## config.mk

```make
export PLATFORM = sky130hd
export DESIGN_NAME = sc_frame_decoder
export DESIGN_NICKNAME = d
export VERILOG_FILES = /design/src/rtl/sc_frame_decoder.sv
export SDC_FILE = /design/constraint.sdc
export NUM_CORES = 1
export LEC_CHECK = 0
export CORE_MARGIN = 2
export CORE_UTILIZATION = 53
export DETAILED_ROUTE_END_ITERATION = 12
export PLACE_DENSITY = 0.79
export SLEW_MARGIN = 20
export SYNTH_ARGS = -nofsm -noshare
export SYNTH_HDL_FRONTEND = slang
export SYNTH_SLANG_ARGS = --single-unit
```

## constraint.sdc

```tcl
create_clock -name clk -period 2.8 [get_ports clk]
set_input_delay 0.28 -clock clk [delete_from_list [all_inputs] [get_ports clk]]
set_output_delay 0.28 -clock clk [all_outputs]
set_load 0.1 [all_outputs]
```

## src/rtl/sc_frame_decoder.sv

```systemverilog
// sc_frame_decoder: converts a binary operand into a stochastic bitstream against
// Sobol samples and counts the ones over each FRAME_LEN-sample frame.
module sc_frame_decoder #(
    parameter int FRAME_LEN = 16
) (
    input  logic       clk,
    input  logic       rst,
    input  logic       en_in,
    input  logic [5:0] x,
    input  logic [5:0] rnd,
    input  logic       rnd_valid,
    output logic       sc_bit,
    output logic       sc_bit_valid,
    output logic [5:0] ones,
    output logic       done,
    output logic       busy
);
    typedef enum logic [1:0] {IDLE, ACCUM, DONE} state_t;

    localparam logic [5:0] LAST = 6'(FRAME_LEN);

    state_t     state_q, state_d;
    logic [5:0] x_q, x_d, cnt_q, cnt_d, acc_q, acc_d, ones_q, ones_d;
    logic       sc_bit_q, sc_bit_d, sc_bit_valid_q, sc_bit_valid_d;
    logic       accept, cmp_bit;

    always_comb begin
        accept         = en_in & rnd_valid;
        // A frame's first sample compares against the live operand, later ones against the latched copy
        cmp_bit        = (state_q == ACCUM) ? (rnd < x_q) : (rnd < x);
        state_d        = state_q;
        x_d            = x_q;
        cnt_d          = cnt_q;
        acc_d          = acc_q;
        ones_d         = ones_q;
        sc_bit_valid_d = accept;
        sc_bit_d       = accept ? cmp_bit : sc_bit_q;
        if (!en_in) begin
            state_d  = IDLE;
            cnt_d    = '0;
            acc_d    = '0;
            sc_bit_d = 1'b0;
        end else if (accept) begin
            if (state_q == ACCUM) begin
                if (cnt_q + 6'd1 == LAST) begin
                    ones_d  = acc_q + {5'd0, cmp_bit};
                    state_d = DONE;
                    cnt_d   = '0;
                    acc_d   = '0;
                end else begin
                    cnt_d = cnt_q + 6'd1;
                    acc_d = acc_q + {5'd0, cmp_bit};
                end
            end else begin
                x_d     = x;
                cnt_d   = 6'd1;
                acc_d   = {5'd0, cmp_bit};
                state_d = ACCUM;
            end
        end else if (state_q == DONE) begin
            state_d = IDLE;
        end
    end

    always_ff @(posedge clk or negedge rst) begin
        if (!rst) begin
            state_q        <= IDLE;
            x_q            <= '0;
            cnt_q          <= '0;
            acc_q          <= '0;
            ones_q         <= '0;
            sc_bit_q       <= 1'b0;
            sc_bit_valid_q <= 1'b0;
        end else begin
            state_q        <= state_d;
            x_q            <= x_d;
            cnt_q          <= cnt_d;
            acc_q          <= acc_d;
            ones_q         <= ones_d;
            sc_bit_q       <= sc_bit_d;
            sc_bit_valid_q <= sc_bit_valid_d;
        end
    end

    assign sc_bit       = sc_bit_q;
    assign sc_bit_valid = sc_bit_valid_q;
    assign ones         = ones_q;
    assign done         = (state_q == DONE);
    assign busy         = (state_q == ACCUM);
endmodule

```

* Word-level counts from Yosys, hierarchy flattened
Cells that the tools add are included.
** Operators by class
- $add $sub $neg :: 2
- Bitwise gates (word level) :: 2
- $lt $le $gt $ge :: 2
- Muxes and demuxes :: 16
- Equality and inequality tests :: 6
- Reduce and logical (&&, ||, !) cells :: 3
** Operators with widths (number)
- $mux W6 :: 8
- $lt A6 B6 Y1 :: 2
- $mux W2 :: 5
- $add A6 B1 Y6 :: 1
- $add A6 B1 Y6 const B :: 1
- $eq A6 B5 Y1 const B :: 1
- $ne A4 B3 Y1 const B :: 1
- $reduce_and A4 Y1 :: 1
- $mux W1 :: 3
- $ne A3 B1 Y1 const B :: 1
- $reduce_and A3 Y1 :: 1
- $eq A2 B1 Y1 const B :: 1
- $eq A2 B2 Y1 const B :: 1
- $ne A2 B1 Y1 const B :: 1
- $reduce_and A2 Y1 :: 1
- $and A1 B1 Y1 :: 1
- $not A1 Y1 :: 1
** Storage, ports and cells
- Word-level logic and storage cells :: 38
- Output and inout bits :: 10
- Flip-flop bits (word level) :: 28
- Input bits :: 16

* Depth between registers and ports, before layout
Gate-level depths: netlist of the first run.
- Word-level depth :: 7
- Gate-level depth with buffers :: 12
- Depth with buffers taken out :: 12

* Worst setup path before layout of the first run
No wires, ideal clock.
- Kind :: reg2reg
- Start :: register state_q[0]
- End :: register ones_q[4] (netlist: ones[4])
- Stages on the path, launching flop included :: 10
- Slack :: -0.520 ns
- Clock period less this slack :: 3.320 ns
- Arrival :: 3.194 ns
- Required time :: 2.675 ns
- Cell sequence :: dfrtp_1 > nor2b_1 > nor2b_1 > o221ai_1 > nand2_1 > ha_1 > ha_1 > nand3_1 > xnor2_1 > mux2_2
** On the way
- Word-level cells in the longest chain between the ends :: 3
- Elaborated cells on any way between the ends :: 4
** RTL lines
- start, declared :: line 22 : state_t state_q, state_d;
- start signal, assigned :: line 75 : state_q <= state_d;
- $eq A2 B1 Y1 (*)
- named net busy :: line 16 : output logic busy
- $mux W1 :: line 30 : cmp_bit = (state_q == ACCUM) ? (rnd < x_q) : (rnd < x);
- $add A6 B1 Y6 :: line 46 : ones_d = acc_q + {5'd0, cmp_bit};
- end signal, assigned :: line 79 : ones_q <= ones_d;
- end, declared :: line 23 : logic [5:0] x_q, x_d, cnt_q, cnt_d, acc_q, acc_d, ones_q, ones_d;
The timed path passes the listed nets; every way through them passes the cells marked *.
A chain may end at the register's enable or synchronous reset.

* Worst setup path in the final report of the first run
- Start :: input port x[4]
- End :: register ones_q[4] (netlist: ones[4])
** On the way
- Word-level cells in the longest chain between the ends :: 3
** RTL lines
- start, declared :: line 9 : input logic [5:0] x,
- $lt A6 B6 Y1 :: line 30
- $mux W1 :: line 30
- $add A6 B1 Y6 :: line 46
No other way between the ends.

==> metrics.md, run 1 <==
| Metric | Value |
|---|---|
| MaxCap Viol Count | `0` |
| Via Count | `1312` |
| Required time of the worst setup path | `3.05 ns` |
| Post-DP HPWL | `2546 um` |
| Area grow syn2layout | `20.00%` |
| Gate count of the mapped netlist | `164` |
| Int Pwr | `0.6370 mW` |
| Yosys top cell by area | `dfrtp_1` |
| Crit-path max FO | `3` |
| Final number of setup-violating endpoints | `0` |
| Peak Freq | `413.7 MHz` |
| Post-synth top area share | `0.4324` |
| Synthesis-stage register bit count | `28` |
| Commonest non-fill, non-tap cells in the layout | `dfrtp_1, nand2_1, o21ai_0, ha_1, clkdlybuf4s50_1` |
| TritonCTS Buffers | `3` |
| Die Y | `59.29 um` |
| IO buf count | `25` |
| DRT Pass-1 Iters | `4` |
| Post-route DRC | `0` |
| Period minus WS final | `2.417 ns` |
| Maximum VDD drop | `0.3365 mV` |
| Core Footprint | `0.002978 mm2` |
| Fin Hold WS | `0.2998 ns` |
| Flop pwr share | `0.500` |
| Total length of routed wires | `3357 um` |
| Io pins | `26` |
| Placer Congestion | `0.8146` |
| GRT Resource Usage Total | `0.2102` |
| Syn nets | `195` |
| Via/cell ratio | `5.857` |
| Pleak | `0.9450 nW` |
| # diodes | `0` |
| Crit path kind | `in2reg` |
| Register area share after synthesis | `0.4324` |
| Gate power share | `0.190` |
| Clk sinks | `28` |
| Startpoint types | `primary input` |
| Reg2Reg Depth | `11` |
| Die X | `59.29 um` |
| Switch share | `0.2683` |
| Max_slew headroom | `0.4250` |
| Clock Power Share | `0.309` |
| CTS clk-pin slew, worst paths | `0.16 ns` |
| Switching power | `0.2335 mW` |
| Hold Fails Final Rpt | `0` |
| Drt initial violations | `80` |
| Final nets | `223` |
| Post-CTS setup buffers | `0` |
| Initial antenna violation count | `0` |
| Pwr Density | `447.7 mW/mm2` |
| Most common cell after layout, fill and taps aside | `dfrtp_1` |
| Top cells by area, synth | `dfrtp_1, ha_1, o21ai_0` |
| Hold buffers post-CTS | `0` |
| Post-Syn Area | `0.001620 mm2` |
| Critical Path AT | `2.66 ns` |
| Post-synthesis cell type count | `38` |
| Vias in the first global route | `1269` |
| CTS Buffer Depth | `2` |
| Cts repair resizes | `0` |
| Clock root cell | `clkbuf_4` |
| CTS H-Tree Depth | `1` |
| Status | `complete, no violations` |
| Avg WL per Cell | `14.99 um` |
| Initial core utilization | `0.5441` |
| Die area | `0.003515 mm2` |
| Clock Skew | `0.01113 ns` |
| CP Capture Type | `flip-flop` |
| Max-slew violations | `0` |
| CTS tree | `yes` |
| Design Area, Final | `0.001944 mm2` |
| Syn_area_per_cell | `9.880 um2` |
| Placement Cell Area | `0.001892 mm2` |
| Remaining antenna violation count | `0` |
| Yosys warns | `0` |
| RR Startpoint | `x_q[3]` |
| Skew-Pair Late Insertion Delay | `0.33 ns` |
| Largest net degree at the start of global routing | `29` |
| Gr ovfl total | `0` |
| First-pass GRT wire length | `5651 um` |
| Worst Hold Class | `in2async` |
| Unrepaired setup endpoints after global routing | `no` |
| Launch point of the critical path | `x[4]` |
| Share of layout cells above drive strength 1 | `0.1571` |
| Worst-Margin Slew | `0.8607 ns` |
| Final clock period utilization by the worst path | `0.8633` |
| Row Count | `20` |
[logic make-up (layout without fill, tap and decap cells)]
| group | after synthesis | after routing | synth area share |
|---|---|---|---|
| mux | 7 | 7 | 0.04787 |
| xor+xnor | 6 | 6 | 0.03244 |
| flops | 28 | 28 | 0.4324 |
| compound gates | 43 | 43 | 0.1738 |
| fa+ha+maj | 15 | 15 | 0.1158 |
| simple gates | 46 | 46 | 0.1529 |
| buf+inv | 19 | 46 | 0.04478 |
[registers in the layout, indices dropped and copies added (netlist names)]
signal        cells
sc_bit            1
x_q               6
ones              6
state_q           2
acc_q             6
cnt_q             6
sc_bit_valid      1
[power groups by stage]
| stage | logic (mW) | registers, mW | clock network (mW) |
|---|---|---|---|
| final | 0.166 | 0.436 | 0.269 |
| after CTS | 0.167 | 0.436 | 0.272 |
| after global routing | 0.187 | 0.439 | 0.288 |
| after global placement | 0.159 | 0.442 | 0 |
| after floorplan | 0.0880 | 0.456 | 0 |
| after detailed placement | 0.166 | 0.444 | 0 |
[layer usage]
layer | up-vias | wire length, um | track usage
li1 | 638 | - | -
met3 | 7 | 164 | 0.02620
met2 | 39 | 1649 | 0.3673
met1 | 628 | 1502 | 0.2768
met5 | - | 0 | 0
met4 | 0 | 40 | 0.04870
[worst paths after layout]
kind,end,slack [ns]
min in group clk,x_q[3],0.52
max in group asynchronous,x_q[4],2.23
min reg2reg,ones[4],0.53
max,ones[4],0.38
max reg2reg,ones[2],0.58
min,state_q[0],0.30
[synth_stat cells, drive strengths merged]
library cell  count
nor3              1
dfrtp            28
o21ai            18
o31ai             1
a21o              4
a22o              1
a31o              1
o21bai            1
o221ai            1
and4              1
nand2b            3
a41oi             1
a22oi             1
nor2b             5
buf               1
or2               1
mux2              6
and4b             1
o2111ai           1
nand3             6
and4bb            1
xor2              3
nand4             1
o211ai            4
nor2              5
nand2            18
xnor2             3
and2              1
nand4b            1
clkbuf            4
a31oi             4
a21oi             4
and3              1
inv              14
mux2i             1
ha               15
a211oi            1
[worst max-delay path: stages]
cell and delay, ns:
clkdlybuf4s50_1 0.47, inv_1 0.06, ha_1 0.31, a21o_1 0.19, a211oi_1 0.22, o21ai_0 0.19, nand2_1 0.12, ha_1 0.16
ha_1 0.16, nand3_1 0.10, xnor2_1 0.16, mux2_2 0.26
[through the flow]
| stage | std cells | util | setup slack [ns] | power [mW] | setup TNS [ns] |
|---|---|---|---|---|---|
| 4_1_cts | 224 | 0.6529 | 0.3708 | 0.8745 | 0 |
| 6_report | 224 | 0.6529 | 0.3828 | 0.8705 | 0 |
| 3_5_place_dp | 220 | 0.6353 | 0.01091 | 0.6100 | 0 |
| 5_1_grt | 224 | 0.6529 | 0.1445 | 0.9137 | 0 |
| 2_1_floorplan | 164 | - | 0.09126 | 0.5440 | 0 |
| 3_3_place_gp | 220 | 0.6353 | -0.0004163 | 0.6019 | -0.0004163 |
[cell type report]
cell class | instances | area, um2
fillers | 240 | 1033
flip-flops and latches | 28 | 700.7
multi-input cells | 117 | 849.6
inverters | 14 | 52.55
well taps | 33 | 41.29
repair buffers | 28 | 247.7
clock buffers | 3 | 22.52
clock inverters | 1 | 30.03
(Power assumes the default switching activity.)
==> inputs of run 2 (changes only) <==
Settings changed: CORE_MARGIN 2 to 10, CORE_UTILIZATION 53 to 60, DONT_BUFFER_PORTS set to 1, PLACE_DENSITY 0.79 to 0.76.
Clock period 2.8 ns to 2.5 ns, I/O delays scaled along.
==> run 2 against run 1 <==
  * Total power fell by 0.26%
  * Die area rose by 47%
  * Sequential share of layout area rose by 3.9 points
  * Global-route usage fell by 8.2 points
  * Combinational power fell by 5%
  * First-iteration DRC count rose by 11%
  * Critical path depth fell by 1
  * Sequential power rose by 13%
  * Clock power fell by 19%
  * Design area fell by 9.8%
  * Core utilization rose by 4.2 points
  * Largest power group unchanged
==> metrics.md, run 2 (synthesized netlist as in run 1, its figures left out) <==
| Metric | Value |
|---|---|
| Max_slew headroom | `0.3934` |
| Area grow syn2layout | `8.262%` |
| Initial core utilization | `0.6424` |
| Crit-path max FO | `4` |
| Final nets | `202` |
| Unrepaired setup endpoints after global routing | `no` |
| MaxCap Viol Count | `0` |
| Startpoint types | `flip-flop` |
| Core Footprint | `0.002522 mm2` |
| Worst-Margin Slew | `0.9099 ns` |
| Clock root cell | `clkbuf_4` |
| Maximum VDD drop | `0.4360 mV` |
| Final cell count without fillers | `200` |
| Clock Skew | `0.003529 ns` |
| Skew-Pair Late Insertion Delay | `0.31 ns` |
| Post-Route Setup TNS | `0 ns` |
| Hold Fails Final Rpt | `0` |
| CP Capture Type | `flip-flop` |
| Reg2Reg Depth | `11` |
| DRT Pass-1 Iters | `4` |
| WHS Endpoint | `sc_bit` |
| Multi-input combinational cell area | `857.1 um2` |
| CTS clk-pin slew, worst paths | `0.15 ns` |
| GRT Resource Usage Total | `0.1282` |
| Status | `complete, no violations` |
| Total length of routed wires | `3334 um` |
| Remaining antenna violation count | `0` |
| Worst Hold Class | `in2reg` |
| Via/cell ratio | `5.930` |
| Design Area, Final | `0.001754 mm2` |
| Placement Cell Area | `0.001678 mm2` |
| Clock Power Share | `0.250` |
| Commonest non-fill, non-tap cells in the layout | `dfrtp_1, nand2_1, o21ai_0, ha_1, inv_1` |
| Worst hold start | `rnd_valid` |
| Flop-to-flop setup slack | `0.18 ns` |
| RR Startpoint | `x_q[3]` |
| Die X | `71.97 um` |
| CTS Buffer Depth | `2` |
| Die Y | `71.97 um` |
| Die area | `0.005179 mm2` |
| Vias in the first global route | `1174` |
| Worst Hold Depth | `1` |
| Initial antenna violation count | `0` |
| Io pins | `26` |
| Gate power share | `0.181` |
| Critical Path AT | `2.54 ns` |
| CTS H-Tree Depth | `1` |
| Int Pwr | `0.6241 mW` |
| Share of layout cells above drive strength 1 | `0.1353` |
| Post-DP HPWL | `2556 um` |
| Cts repair resizes | `0` |
| Switch share | `0.2811` |
| RR Endpoint | `ones[4]` |
| Switching power | `0.2441 mW` |
| Placed cells | `193` |
| Max-slew violations | `0` |
| Placer Congestion | `0.9239` |
| # diodes | `0` |
| First-pass GRT wire length | `5554 um` |
| IO buf count | `0` |
| Gr ovfl total | `0` |
| Pleak | `0.8518 nW` |
| Filler cell count | `202` |
| Crit path kind | `reg2reg` |
| Via Count | `1186` |
| Row Count | `18` |
| Final clock period utilization by the worst path | `0.9284` |
| Avg WL per Cell | `16.67 um` |
| Total Power | `0.8682 mW` |
| Peak Freq | `430.9 MHz` |
| Post-route DRC | `0` |
| Period minus WS final | `2.321 ns` |
| Flop pwr share | `0.570` |
| Pwr Density | `494.9 mW/mm2` |
| Fin Hold WS | `0.01824 ns` |
| Clk sinks | `28` |
| Final number of setup-violating endpoints | `0` |
| Most common cell after layout, fill and taps aside | `dfrtp_1` |
| Drt initial violations | `89` |
| CTS tree | `yes` |
| Largest net degree at the start of global routing | `29` |
| Required time of the worst setup path | `2.72 ns` |
| FF+latch area | `700.7 um2` |
| TritonCTS Buffers | `3` |
==> run 2: changes by cell type in the layout (fill, tap and decap cells not counted), sizes merged <==
| cell | change |
|---|---|
| buf | -8 |
| bufinv | -1 |
| clkbuf | +1 |
| clkdlybuf4s50 | -15 |
| dlygate4sd3 | +2 |
==> run 2: repair_timing <==
| item | in CTS | in global routing |
|---|---|---|
| hold buffers | 2 | 1 |
| hold endpoints to repair | 28 | 1 |
| setup buffers | 0 | 0 |
==> run 2: how the worst max path moves through the flow <==
stage	to	cells after the start	slack, ns	startpoint
2_1_floorplan	ones[4]	9	0.15	state_q[0]
3_3_place_gp	ones[4]	11	0.27	x[4]
3_5_place_dp	ones[4]	11	0.22	x_q[3]
4_1_cts	ones[4]	11	0.20	x_q[3]
5_1_grt	ones[4]	11	0.02	x_q[3]
6_report	ones[4]	11	0.18	x_q[3]
==> run 2: critical path, stage by stage (launching register included) <==
cell and delay [ns]:
dfrtp_1 0.39, inv_1 0.08, ha_1 0.25, a21o_1 0.16, a21oi_1 0.15, o221ai_1 0.17, nand2_1 0.13, ha_1 0.15
ha_1 0.22, nand3_1 0.11, xnor2_1 0.15, mux2_2 0.26
==> run 2: layout make-up <==
type,instances,area share
sequential,28,0.3994
multi-input combinational,117,0.4886
clock buffer,4,0.02068
inverter,14,0.02996
tap,30,0.02140
timing repair buffer,7,0.03994
==> run 2: routing by layer <==
metal  routed length [um]  share of wire  track usage  vias up
li1                     -              -            -      591
met1                 1512           0.45       0.1590      574
met2                 1613           0.48       0.2196       19
met3                  190          0.057      0.03946        2
met4                   18         0.0054      0.01290        0
met5                    0              0            0        -
==> run 2: per-stage QoR <==
step	worst slack, ns	utilization
detailed placement	0.2172	0.6652
global placement	0.2694	0.6652
CTS	0.2005	0.6915
floorplan	0.1477	-
finish	0.1791	0.6954
global route	0.01887	0.6954
==> run 2: power by group through the flow <==
stage	clock, mW	combinational (mW)	sequential [mW]
after global placement	0	0.134	0.502
final	0.217	0.157	0.494
after global routing	0.239	0.174	0.498
after CTS	0.223	0.157	0.495
after floorplan	0	0.0996	0.511
after detailed placement	0	0.142	0.504
